==> config.mk <==
export PLATFORM = sky130hd
export DESIGN_NAME = ram4k_arbiter
export DESIGN_NICKNAME = d
export VERILOG_FILES = /design/src/rtl/ram4k_arbiter.sv
export SDC_FILE = /design/constraint.sdc
export NUM_CORES = 1
export LEC_CHECK = 0
export ABC_AREA = 1
export CELL_PAD_IN_SITES_DETAIL_PLACEMENT = 0
export CELL_PAD_IN_SITES_GLOBAL_PLACEMENT = 1
export CORE_MARGIN = 2
export CORE_UTILIZATION = 35
export CTS_BUF_LIST = sky130_fd_sc_hd__clkbuf_4 sky130_fd_sc_hd__clkbuf_8
export DETAILED_ROUTE_END_ITERATION = 16
export HOLD_SLACK_MARGIN = 0.03
export PLACE_DENSITY_LB_ADDON = 0.1
export SLEW_MARGIN = 20
export SYNTH_ARGS = -nofsm -noshare
export SYNTH_HDL_FRONTEND = slang
export SYNTH_SLANG_ARGS = --single-unit
==> constraint.sdc <==
create_clock -name clk_i -period 9.55 [get_ports clk_i]
set_clock_uncertainty 0.1 [all_clocks]
set_input_delay 2.865 -clock clk_i [delete_from_list [all_inputs] [get_ports clk_i]]
set_output_delay 2.865 -clock clk_i [all_outputs]
set_load 0.02 [all_outputs]
==> src/rtl/ram4k_arbiter.sv <==
// Round-robin req/ack arbiter in front of a single-port RAM4K, with a zero-fill clear engine.
// Every output comes straight from a register, so no input reaches an output combinationally.
module ram4k_arbiter #(
    parameter int unsigned AW = 12,
    parameter int unsigned DW = 16
) (
    input  logic          clk_i,
    input  logic          reset_i,
    input  logic          req0_i,
    input  logic          we0_i,
    input  logic [AW-1:0] addr0_i,
    input  logic [DW-1:0] wdata0_i,
    input  logic          req1_i,
    input  logic          we1_i,
    input  logic [AW-1:0] addr1_i,
    input  logic [DW-1:0] wdata1_i,
    output logic          ack0_o,
    output logic          ack1_o,
    output logic [DW-1:0] rdata0_o,
    output logic [DW-1:0] rdata1_o,
    input  logic          clr_start_i,
    output logic          clr_busy_o,
    output logic [AW-1:0] mem_address_o,
    output logic [DW-1:0] mem_in_o,
    output logic          mem_load_o,
    input  logic [DW-1:0] mem_out_i
);

    typedef enum logic [1:0] {StIdle, StAccess, StClear} state_e;

    state_e        state_q, state_d;
    logic          last_q, last_d;
    logic          id_q, id_d;
    logic [AW-1:0] cnt_q, cnt_d;
    logic          ack0_q, ack0_d, ack1_q, ack1_d;
    logic [DW-1:0] rdata0_q, rdata0_d, rdata1_q, rdata1_d;
    logic [AW-1:0] addr_q, addr_d;
    logic [DW-1:0] wdata_q, wdata_d;
    logic          load_q, load_d;
    logic          busy_q, busy_d;

    logic elig0, elig1, grant1;

    // A requester in its own ack cycle is masked so it cannot be re-granted on a stale req.
    assign elig0  = req0_i & ~ack0_q;
    assign elig1  = req1_i & ~ack1_q;
    assign grant1 = elig1 & (~elig0 | ~last_q);

    always_comb begin
        state_d  = state_q;
        last_d   = last_q;
        id_d     = id_q;
        cnt_d    = cnt_q;
        ack0_d   = 1'b0;
        ack1_d   = 1'b0;
        rdata0_d = rdata0_q;
        rdata1_d = rdata1_q;
        addr_d   = addr_q;
        wdata_d  = wdata_q;
        load_d   = load_q;
        busy_d   = busy_q;
        unique case (state_q)
            StIdle: begin
                if (clr_start_i) begin
                    state_d = StClear;
                    cnt_d   = '0;
                    addr_d  = '0;
                    wdata_d = '0;
                    load_d  = 1'b1;
                    busy_d  = 1'b1;
                end else if (elig0 || elig1) begin
                    state_d = StAccess;
                    id_d    = grant1;
                    last_d  = grant1;
                    addr_d  = grant1 ? addr1_i  : addr0_i;
                    wdata_d = grant1 ? wdata1_i : wdata0_i;
                    load_d  = grant1 ? we1_i    : we0_i;
                end
            end
            StAccess: begin
                state_d = StIdle;
                load_d  = 1'b0;
                if (id_q) begin
                    ack1_d = 1'b1;
                    if (!load_q) rdata1_d = mem_out_i;
                end else begin
                    ack0_d = 1'b1;
                    if (!load_q) rdata0_d = mem_out_i;
                end
            end
            StClear: begin
                if (cnt_q == '1) begin
                    state_d = StIdle;
                    cnt_d   = '0;
                    load_d  = 1'b0;
                    busy_d  = 1'b0;
                end else begin
                    cnt_d  = cnt_q + AW'(1);
                    addr_d = cnt_q + AW'(1);
                end
            end
            default: state_d = StIdle;
        endcase
    end

    always_ff @(posedge clk_i or posedge reset_i) begin
        if (reset_i) begin
            state_q  <= StIdle;
            last_q   <= 1'b1;
            id_q     <= 1'b0;
            cnt_q    <= '0;
            ack0_q   <= 1'b0;
            ack1_q   <= 1'b0;
            rdata0_q <= '0;
            rdata1_q <= '0;
            addr_q   <= '0;
            wdata_q  <= '0;
            load_q   <= 1'b0;
            busy_q   <= 1'b0;
        end else begin
            state_q  <= state_d;
            last_q   <= last_d;
            id_q     <= id_d;
            cnt_q    <= cnt_d;
            ack0_q   <= ack0_d;
            ack1_q   <= ack1_d;
            rdata0_q <= rdata0_d;
            rdata1_q <= rdata1_d;
            addr_q   <= addr_d;
            wdata_q  <= wdata_d;
            load_q   <= load_d;
            busy_q   <= busy_d;
        end
    end

    assign ack0_o        = ack0_q;
    assign ack1_o        = ack1_q;
    assign rdata0_o      = rdata0_q;
    assign rdata1_o      = rdata1_q;
    assign clr_busy_o    = busy_q;
    assign mem_address_o = addr_q;
    assign mem_in_o      = wdata_q;
    assign mem_load_o    = load_q;

endmodule

Word-level counts from Yosys, hierarchy flattened
Index checks and enable logic that the tools add are counted.

operators by class
  $add $sub $neg = 1
  equality and inequality tests = 7
  mux-type cells = 26
  bitwise operators = 11
  reductions and logical operators = 14

operator list
  cell                     number
  $mux W12                 6
  $mux W16                 3
  $pmux W12 S2             2
  $reduce_and A3 Y1        6
  $add A12 B1 Y12 const B  1
  $eq A12 B12 Y1 const B   1
  $mux W1                  9
  $not A1 Y1               7
  $mux W2                  3
  $ne A2 B2 Y1 const B     3
  $reduce_and A2 Y1        3
  $pmux W2 S2              1
  $reduce_bool A2 Y1       2
  $and A1 B1 Y1            3
  $ne A3 B3 Y1 const B     1
  $pmux W1 S3              1
  $reduce_bool A3 Y1       1
  $eq A2 B1 Y1 const B     1
  $eq A2 B2 Y1 const B     1
  $logic_not A2 Y1         1
  $pmux W1 S2              1
  $logic_or A1 B1 Y1       1
  $or A1 B1 Y1             1

storage, ports and cells
  register bits = 80
  input port bits = 79
  output and inout bits = 64
  logic and storage cells = 71

Logic depth before layout (Yosys ltp)
  depth after elaboration = 9
  depth in mapped cells = 12
  gate-level depth less buffers = 11

Least setup slack after synthesis
OpenSTA, ideal clock, no wires.

  path kind = input port to flip-flop
  from = in req1_i
  to = reg addr_q[2] (netlist: mem_address_o[2])
  library setup time = 0.116 ns
  arrival time = 3.635 ns
  data required time = 9.334 ns
  slack = 5.699 ns
  stages on the path = 8
  buffers on the path = 1
  cells stage by stage = inv_1 nor2_2 nand2_2 buf_2 o211ai_1 nand2_1 nand2_1 nand2_1

between the ends
  word-level cells in the longest chain between the ends = 6
  elaborated cells on any way between the ends = 9
  classes of those cells = eq/ne: 1; mux: 4; bitwise: 2; reduce/logical: 2

ends and longest elaborated chain
  element               line  source
  start, declared       13    input logic req1_i,
  $and A1 B1 Y1 (*)     46    assign elig1 = req1_i & ~ack1_q;
  $and A1 B1 Y1         47    assign grant1 = elig1 & (~elig0 | ~last_q);
  $mux W12              75    addr_d = grant1 ? addr1_i : addr0_i;
  $mux W12              71    end else if (elig0 || elig1) begin
  $mux W12              64    if (clr_start_i) begin
  $pmux W12 S2          62    unique case (state_q)
  end signal, assigned  129   addr_q <= addr_d;
  end, declared         37    logic [AW-1:0] addr_q, addr_d;

Mark *: on every way between the ends. The rest lies on a longest branch, timed or not. The select of a mux whose other input is x is not followed.
A chain may end at the register's enable or synchronous reset.

Worst setup path after layout
  from = in req0_i
  to = reg wdata_q[13] (netlist: mem_in_o[13])

between the ends
  word-level cells in the longest chain between the ends = 7
  elaborated cells on any way between the ends = 10
  classes of those cells = mux: 3; bitwise: 4; reduce/logical: 3

ends and longest elaborated chain
  element               line  source
  start, declared       9     input logic req0_i,
  $and A1 B1 Y1 (*)     45    assign elig0 = req0_i & ~ack0_q;
  $not A1 Y1            47
  $or A1 B1 Y1          47
  $and A1 B1 Y1         47
  $mux W16              76    wdata_d = grant1 ? wdata1_i : wdata0_i;
  $mux W16              71
  $mux W16              64
  end signal, assigned  130   wdata_q <= wdata_d;
  end, declared         38    logic [DW-1:0] wdata_q, wdata_d;

Marks and branches as above.

==> impl_results.md <==
* Dpl ws at 4.31 ns
* Commonest cells post-synth: nand2_1, dfrtp_1, o21ai_0
* Total die area at 11800 um^2
* Worst Max-Slew Pin Slew at 0.946 ns
* Area delta synth->final at 44.8%
* Top cell type by total area after synthesis: dfrtp_1
* Fin cells at 762
* Syn_area_per_cell at 7.98 um^2
* Top-count cell post-synth: nand2_1
* Pins Over Slew Limit at 0
* Clock Tree Buf Depth at 2
* Initial antenna violation count at 0
* Dpl cell area at 5350 um^2
* Worst min path class: flip-flop to flip-flop
* Synthesized instance count at 482
* Max-Cap Viols at 0
* Post-DRT Antenna Nets at 0
* Final WL at 10700 um
* Layout cells sized above 1 at 6.75%
* Post-synthesis sequential area ratio at 52.1%
* Initial Util at 35.6%
* Core Region at 10800 um^2
* Overflow after GRT at 0
* Fin Setup TNS at 0 ns
* P_leak at 2.62 nW
* Global Route Usage Sum at 19.1%
* Number of global-route vias before repair at 3716
* CP endpoint kind: flip-flop
* Top-area cell type share of the netlist area at 51.4%
* Synth Flop Type: dfrtp_1
* Fmax at 0.205 GHz
* Post-synth EDFFs at 0
* Worst Path Max Fanout at 37
* Vias at 3606
* GP Congestion at 0.815
* Number of synthesized register bits at 80
* Pwr/cell area at 291 nW/um^2
* NumNets Final at 701
* DRT iter0 DRCs at 183
* Clock root cell: clkbuf_8
* Clock slew at reported path FFs at 0.10 ns
* Num CTS Buffers at 9
* TritonCTS clock tree: built
* Hold Fails Final Rpt at 0
* Yosys Warn Count at 0
* First-pass GRT wire length at 17600 um
* Die W at 109 um
* Top cells by area, synth: dfrtp_1, nand2_1, o21ai_0, inv_1, nand3_1
* Final Instance Area at 5570 um^2
* Diodes inserted at 0
* Minimum hold slack at 0.391 ns
* Setup CP Type: primary input to flip-flop
* Postcts setup bufs at 0
* Port buffer count at 142
* Clock Sink Count at 80
* Peak VDD IR at 0.141 mV
* Mapped Nets at 566
* Unique masters post-synth at 30
* Worst path required time at 9.68 ns
* Clock latency on the worst-skew pair at 0.34 ns
* Outcome: finished clean
* RSZ-0062 raised after global routing: no
* 1st-pass router iterations at 4
* Chip height at 109 um
* Max-slew headroom at 36.8%
* Post-CTS Resized at 0
* CTS hold repair buffers at 0
* Async S/R FF share, synth at 100%
* H-tree depth at 3
* Post-Syn Area at 3840 um^2
* Final setup vio count at 0
* WL per Instance at 14.1 um
* Post-DP HPWL at 7830 um
* Worst setup margin at 4.68 ns
* Placed cells at 746
* Period utilization at 51.0%
* Crit path launch type: primary input
* Num rows at 38
* # IOs at 143
* Via-to-Cell Ratio at 4.73
* Crit path time final at 4.87 ns
* Largest net degree at the start of global routing at 81
* Arrival time at the worst endpoint at 4.99 ns
* Residual DRC at 0
## where the power goes
| part | internal, mW | switching [mW] |
|---|---|---|
| Sequential | 0.479 | 0.0841 |
| Combinational | 0.341 | 0.453 |
| Clock | 0.131 | 0.132 |
| Total | 0.951 | 0.669 |
## path summary, 6_finish.rpt
check / end / start / depth (start not counted) / slack (ns)
hold reg to reg: mem_address_o[1] / mem_address_o[1] / 2 / 0.39
max in group asynchronous: cnt_q[6] / reset_i / 3 / 5.91
setup / recovery: mem_in_o[13] / req0_i / 6 / 4.68
min in group asynchronous: mem_address_o[7] / reset_i / 3 / 2.91
setup reg to reg: mem_in_o[13] / last_q / 5 / 7.14
hold / removal: mem_address_o[1] / mem_address_o[1] / 2 / 0.39
## logic make-up (layout without fill, tap and decap cells)
family,Yosys count,count (layout),share of synthesized area [%]
DFF,80,80,52.1
AOI/OAI and AO/OA,102,102,14.4
adders and majority gates,5,5,1.63
buffers and inverters,76,216,8.14
and+or+nand+nor,219,219,23.7
## metal layers
metal  track usage (%)  share of wire [%]  vias up
met3              4.12                5.2       17
met2              32.7                 49      101
met5                 0                  0        -
met4              7.97                2.5        0
li1                  -                  -     1809
met1              23.3                 43     1679
## placed cells by master (no fill, tap or decap), types with 2 or more instances in the layout
cell	synthesis	layout
clkinv_4	0	3
nand2_2	2	2
inv_2	7	7
o21ai_2	5	5
clkbuf_8	0	10
nand3_1	21	21
ha_1	5	5
o211ai_1	7	7
nand2_1	154	154
o21ai_1	15	15
inv_1	50	49
o22ai_1	5	5
inv_6	0	2
dfrtp_1	79	79
clkdlybuf4s50_1	0	142
nor2_1	26	26
a21oi_1	6	6
nand3b_1	2	2
o21ai_0	63	63
nand4_1	4	4
nor2_2	5	5
## flip-flops by register name (all words and copies together), names as in the netlist
register,flops
mem_address_o,12
id_q,1
rdata0_o,16
mem_in_o,16
mem_load_o,1
ack0_o,1
state_q,2
ack1_o,1
last_q,1
rdata1_o,16
cnt_q,12
clr_busy_o,1
## worst max-delay path, cell delays in order
cell             delay, ns
clkdlybuf4s50_1       0.48
nand3_1               0.16
nand2_2               0.57
inv_1                 0.50
o21ai_0               0.30
o21ai_0               0.11
## through the flow
stage / util, % / total power [mW]
floorplan: - / 1.00
global placement: 49.6 / 1.36
detailed placement: 49.6 / 1.37
CTS: 51.5 / 1.65
global route: 51.6 / 1.74
finish: 51.6 / 1.62
## cell type report
| type | count | area [um^2] |
|---|---|---|
| Multi-Input combinational cell | 326 | 1530 |
| Clock buffer | 10 | 138 |
| Clock inverter | 6 | 73.8 |
| Sequential cell | 80 | 2000 |
| Inverter | 57 | 215 |
| Tap cell | 140 | 175 |
| Fill cell | 1086 | 5230 |
| Timing Repair Buffer | 143 | 1430 |
Note: power is estimated with default switching activity, not from simulation.
